--- src/rtl/interval_timer_arbiter_if.sv ---
// Handshake and shared-counter bundle between requesters, the arbiter and the external counter.
interface interval_timer_arbiter_if;
    logic [1:0] req;
    logic [7:0] start0;
    logic [7:0] start1;
    logic [1:0] gnt;
    logic [1:0] done;
    logic       busy;
    logic       cnt_rst;
    logic       cnt_load;
    logic       cnt_en;
    logic [7:0] cnt_data;
    logic [7:0] cnt_q;

    modport slave (
        input  req, start0, start1, cnt_q,
        output gnt, done, busy, cnt_rst, cnt_load, cnt_en, cnt_data
    );

    modport master (
        output req, start0, start1, cnt_q,
        input  gnt, done, busy, cnt_rst, cnt_load, cnt_en, cnt_data
    );
endinterface

--- src/rtl/interval_timer_arbiter.sv ---
// Round-robin arbiter that runs one timed interval at a time on a shared 8-bit up-counter.
// Define INTERVAL_TIMER_ARBITER_ABORT_EN to add the abort input that cancels a running interval.
module interval_timer_arbiter #(
    parameter logic [7:0] TERM = 8'hFF
) (
    input logic clk,
    input logic rst,
`ifdef INTERVAL_TIMER_ARBITER_ABORT_EN
    input logic abort,
`endif
    interval_timer_arbiter_if.slave bus
);

    typedef enum logic [1:0] {IDLE, LOAD, RUN, DONE} state_t;

    state_t     r_state;
    logic [1:0] r_gnt;
    logic [1:0] r_done;
    logic       r_busy;
    logic       r_cnt_load;
    logic [7:0] r_cnt_data;
    logic       r_last;

    logic [1:0] w_win;
    logic [7:0] w_win_start;
    logic       w_at_term;
    logic       w_abort;

`ifdef INTERVAL_TIMER_ARBITER_ABORT_EN
    assign w_abort = abort;
`else
    assign w_abort = 1'b0;
`endif

    // r_last = 1 means requester 1 was served most recently, so requester 0 wins a tie.
    always_comb begin
        w_win = 2'b00;
        if (bus.req == 2'b11) begin
            w_win = r_last ? 2'b01 : 2'b10;
        end else if (bus.req[0]) begin
            w_win = 2'b01;
        end else if (bus.req[1]) begin
            w_win = 2'b10;
        end
    end

    assign w_win_start = w_win[1] ? bus.start1 : bus.start0;
    assign w_at_term   = (bus.cnt_q == TERM);

    always_ff @(posedge clk) begin
        if (rst) begin
            r_state    <= IDLE;
            r_gnt      <= 2'b00;
            r_done     <= 2'b00;
            r_busy     <= 1'b0;
            r_cnt_load <= 1'b0;
            r_cnt_data <= 8'h00;
            r_last     <= 1'b1;
        end else begin
            r_done     <= 2'b00;
            r_cnt_load <= 1'b0;
            r_cnt_data <= 8'h00;
            case (r_state)
                IDLE: begin
                    if (|bus.req) begin
                        r_state    <= LOAD;
                        r_gnt      <= w_win;
                        r_busy     <= 1'b1;
                        r_cnt_load <= 1'b1;
                        r_cnt_data <= w_win_start;
                    end
                end
                LOAD: begin
                    if (w_abort) begin
                        r_state <= IDLE;
                        r_gnt   <= 2'b00;
                        r_busy  <= 1'b0;
                        r_last  <= r_gnt[1];
                    end else begin
                        r_state <= RUN;
                    end
                end
                RUN: begin
                    // A cancelled interval still counts as a turn for the pointer.
                    if (w_abort) begin
                        r_state <= IDLE;
                        r_gnt   <= 2'b00;
                        r_busy  <= 1'b0;
                        r_last  <= r_gnt[1];
                    end else if (w_at_term) begin
                        r_state <= DONE;
                        r_done  <= r_gnt;
                    end
                end
                DONE: begin
                    r_state <= IDLE;
                    r_gnt   <= 2'b00;
                    r_busy  <= 1'b0;
                    r_last  <= r_gnt[1];
                end
                default: begin
                    r_state <= IDLE;
                    r_gnt   <= 2'b00;
                    r_busy  <= 1'b0;
                end
            endcase
        end
    end

    assign bus.gnt      = r_gnt;
    assign bus.done     = r_done;
    assign bus.busy     = r_busy;
    assign bus.cnt_rst  = rst;
    assign bus.cnt_load = r_cnt_load;
    assign bus.cnt_data = r_cnt_data;
    assign bus.cnt_en   = (r_state == RUN) && !w_at_term;

endmodule

--- src/flat_wrapper.sv ---
// flat-port wrapper written by rule: the top's interface ports become plain ports
module interval_timer_arbiter_flat 
#(
    parameter logic [7:0] TERM = 8'hFF
)
  (clk, rst, bus_req, bus_start0, bus_start1, bus_cnt_q, bus_gnt, bus_done, bus_busy, bus_cnt_rst, bus_cnt_load, bus_cnt_en, bus_cnt_data);
  interval_timer_arbiter_if bus_i ();
  input logic clk;
  input logic rst;
  input wire logic [$bits(bus_i.req)-1:0] bus_req;
  input wire logic [$bits(bus_i.start0)-1:0] bus_start0;
  input wire logic [$bits(bus_i.start1)-1:0] bus_start1;
  input wire logic [$bits(bus_i.cnt_q)-1:0] bus_cnt_q;
  output wire logic [$bits(bus_i.gnt)-1:0] bus_gnt;
  output wire logic [$bits(bus_i.done)-1:0] bus_done;
  output wire logic [$bits(bus_i.busy)-1:0] bus_busy;
  output wire logic [$bits(bus_i.cnt_rst)-1:0] bus_cnt_rst;
  output wire logic [$bits(bus_i.cnt_load)-1:0] bus_cnt_load;
  output wire logic [$bits(bus_i.cnt_en)-1:0] bus_cnt_en;
  output wire logic [$bits(bus_i.cnt_data)-1:0] bus_cnt_data;
  assign bus_i.req = bus_req;
  assign bus_i.start0 = bus_start0;
  assign bus_i.start1 = bus_start1;
  assign bus_i.cnt_q = bus_cnt_q;
  assign bus_gnt = bus_i.gnt;
  assign bus_done = bus_i.done;
  assign bus_busy = bus_i.busy;
  assign bus_cnt_rst = bus_i.cnt_rst;
  assign bus_cnt_load = bus_i.cnt_load;
  assign bus_cnt_en = bus_i.cnt_en;
  assign bus_cnt_data = bus_i.cnt_data;
  interval_timer_arbiter #(.TERM(TERM)) u_core (.clk(clk), .rst(rst), .bus(bus_i));
endmodule
--- config.mk ---
export PLATFORM = sky130hd
export DESIGN_NAME = interval_timer_arbiter_flat
export DESIGN_NICKNAME = d
export VERILOG_FILES = /design/src/rtl/interval_timer_arbiter_if.sv /design/src/rtl/interval_timer_arbiter.sv /design/src/flat_wrapper.sv
export SDC_FILE = /design/constraint.sdc
export NUM_CORES = 1
export LEC_CHECK = 0
export ABC_AREA = 1
export CAP_MARGIN = 20
export CORE_UTILIZATION = 36
export CTS_CLUSTER_DIAMETER = 30
export DETAILED_ROUTE_END_ITERATION = 8
export GPL_TIMING_DRIVEN = 0
export HOLD_SLACK_MARGIN = 0.03
export PLACE_DENSITY = 0.74
export SLEW_MARGIN = 15
export SYNTH_ARGS = -nofsm -noshare
export SYNTH_HDL_FRONTEND = slang
export SYNTH_SLANG_ARGS = --single-unit
--- constraint.sdc ---
create_clock -name clk -period 1.72 [get_ports clk]
set_clock_uncertainty 0.1 [all_clocks]
set_input_delay 0.258 -clock clk [delete_from_list [all_inputs] [get_ports clk]]
set_output_delay 0.258 -clock clk [all_outputs]
set_load 0.02 [all_outputs]
==> reports/metrics.yaml <==
ir_worst_vdd_uv: 859
path_cells: "clkdlybuf4s15_1 -> buf_4 -> clkdlybuf4s50_1"
ys_top_cells_by_count: "nand2_1 (33), dfxtp_1 (17), a21oi_1 (14), inv_1 (13), nor2_1 (7)"
antenna_found_initial: 0
syn_inst: 98
grt_pass1_wl_mm: 2.53
die_w_um: 47.4
drtPass1Iterations: 4
clk_transition_reported_paths_ns: 0.09
cp_data_required_time_ns: 1.36
place_area_um2: 1200
antenna_left: 0
comb_power_share_pct: 48.4
synth_top_area_share_pct: 45.9
cp-start-kind: "primary input"
io_pins: 44
p_leak_nw: 0.560
drive_above_1_share_pct: 11.7
worstPathMaxFanout: 7
cpMaxStageDelayCell: "clkdlybuf4s50_1"
ys_ff_latch: 17
p_int_mw: 0.874
start_util_pct: 38.1
dpl.hpwl_mm: 1.34
finalSetupViolCount: 0
wl_per_cell_um: 10.2
fin_crit_sh_pct: 97.7
path_buf_inv: 3
gp_congestion: 0.688
diodes: 0
syn_nets: 130
num_vias: 734
drv_slew: 0
synth_cell_types: 15
hold_depth: 2
ys_seq_area_share_pct: 45.9
yosys_most_used_dff: "dfxtp_1"
grt_usage_pct: 15.8
p_clk_share_pct: 14.9
drt_wl_total_mm: 1.76
globalRouteOverflowTotal: 0
power.density_nw_per_um2: 1150
dieArea_um2: 2240
stdcell_area_um2: 1240
rows: 16
cts_buffer_depth: 2
fin_util_pct: 63.8
cp.arrival_ns: 1.32
dieHeight_um: 47.4
maxCapViolations: 0
async_flop_share_pct: 0
area_delta_synth_final_pct: 67.2
tritoncts: "done"
fin_hold_ws_ns: 0.303
path_depth: 3
p_sw_share_pct: 38.6
tns_ns: 0
nNetsFinal: 178
first_iter_violations: 10
yosysWarnings: 0
cts_buffers: 3
port-buffer-count: 43
hold_viol: 0
final_cell_count_no_fill: 172
power.switching_mw: 0.550
h-tree-depth: 1
clockRootBuffer: "clkbuf_4"
timing_worst_setup_path_type: "in2out"
via_per_inst: 4.27
post_cts_buffers: 0
yosysTopAreaCell: "dfxtp_1"
clock-sinks: 17
status: "completed"
avgSynthCellArea_um2: 7.56
min_period_ns: 1.68
worst_pin_slew_ns: 0.265
clk_latency_ns: 0.28
slew_headroom_pct: 82.3
grt_start_max_net_pins: 11
drc: 0
worstHoldPathType: "in2reg"
fmax_ghz: 0.595
rr_worst_depth: 6
grt_setup_unrepaired: "no"
critPathTopFamily: "buffers and inverters"
grt_pass1_vias: 634
synth-edff-count: 0
synth.most_common_cell: "nand2_1"
endpoint_kind: "output port"
pwr-share-seq_pct: 36.7
core_area_um2: 1940
synth_area_um2: 741
crit_path_max_incr_delay_ns: 0.59
synth_area_leaders: "dfxtp_1 (46%), nand2_1 (17%), a21oi_1 (9.5%), ha_1 (6.8%), inv_1 (6.6%)"
dpl.cell_count: 168
-- logic make-up after synthesis --
| logic type | share of synthesized area (%) |
|---|---|
| flip-flops | 45.9 |
| adder cells (fa/ha/maj) | 6.76 |
| buffers and inverters | 8.45 |
| AND/OR/NAND/NOR | 28.7 |
| AO/OA/AOI/OAI | 10.1 |
-- per-layer routing --
layer | vias up | wire length, um | GRT usage, %
met5 | - | 0 | 0
met4 | 0 | 17 | 6.86
met3 | 2 | 54 | 2.31
met2 | 13 | 926 | 27.1
met1 | 325 | 757 | 19.4
li1 | 394 | - | -
-- through the flow --
step / setup WS [ns] / total power, mW
after detailed placement: -0.302 / 1.22
after CTS: 0.00373 / 1.44
after floorplan: 0.500 / 0.958
after global routing: 0.00766 / 1.54
after global placement: -0.284 / 1.20
final: 0.0400 / 1.42
-- cells in the final DEF, fill, tap and decap left out, drive strengths merged --
cell           netlist  routed
clkdlybuf4s50        0      40
ha                   4       4
inv                 14      14
nor2                 9       9
nand4                1       1
buf                  1       2
o21ai                1       1
clkbuf               0       4
nor3                 1       1
a21oi               14      14
clkdlybuf4s15        0       1
dfxtp               17      17
nand2               36      36
dlymetal6s2s         0       1
-- final cells by class --
cell class	instances	area, um2
fillers	179	703
inverters	14	55.1
clock buffers	4	26.3
well taps	27	33.8
repair buffers	43	428
multi-input cells	66	348
plain buffers	1	7.51
flip-flops and latches	17	340
-- flip-flops by register name, indices dropped and copies added, names as in the netlist --
name / flops
u_core.bus.gnt: 2
u_core.bus.cnt_data: 8
u_core.r_state: 2
u_core.r_last: 1
u_core.bus.cnt_load: 1
u_core.bus.done: 2
u_core.bus.busy: 1
-- path summary, 6_finish.rpt --
kind,endpoint,slack [ns],from
min reg2reg,u_core.bus.done[0]$_SDFF_PP0_,0.35,u_core.bus.gnt[0]$_SDFFE_PP0P_
max,bus_cnt_rst,0.04,rst
max reg2reg,u_core.bus.cnt_data[6]$_SDFF_PP0_,0.38,u_core.r_state[1]$_SDFFE_PP0P_
min,u_core.bus.gnt[0]$_SDFFE_PP0P_,0.30,rst
-- worst register-to-register path: cells and delay by family (launching register included) --
family / cells / cell delay (ns)
adder cells (fa/ha/maj): 1 / 0.18
flip-flops: 1 / 0.35
buffers and inverters: 3 / 0.31
AO/OA/AOI/OAI: 1 / 0.16
AND/OR/NAND/NOR: 1 / 0.18
-- what timing repair did --
action                                  4_1_cts  5_1_grt
hold buffers                                  0        0
pin swaps                                     0        1
endpoints found under the setup margin        2        3
gates resized for setup                       5        7
-- power by group through the flow --
stage	sequential, mW	clock, mW	combinational, mW
finish	0.523	0.212	0.689
global route	0.533	0.234	0.773
CTS	0.522	0.218	0.696
detailed placement	0.531	0	0.691
global placement	0.527	0	0.675
floorplan	0.596	0	0.362
No activity file was read; power rests on OpenSTA's default activity.
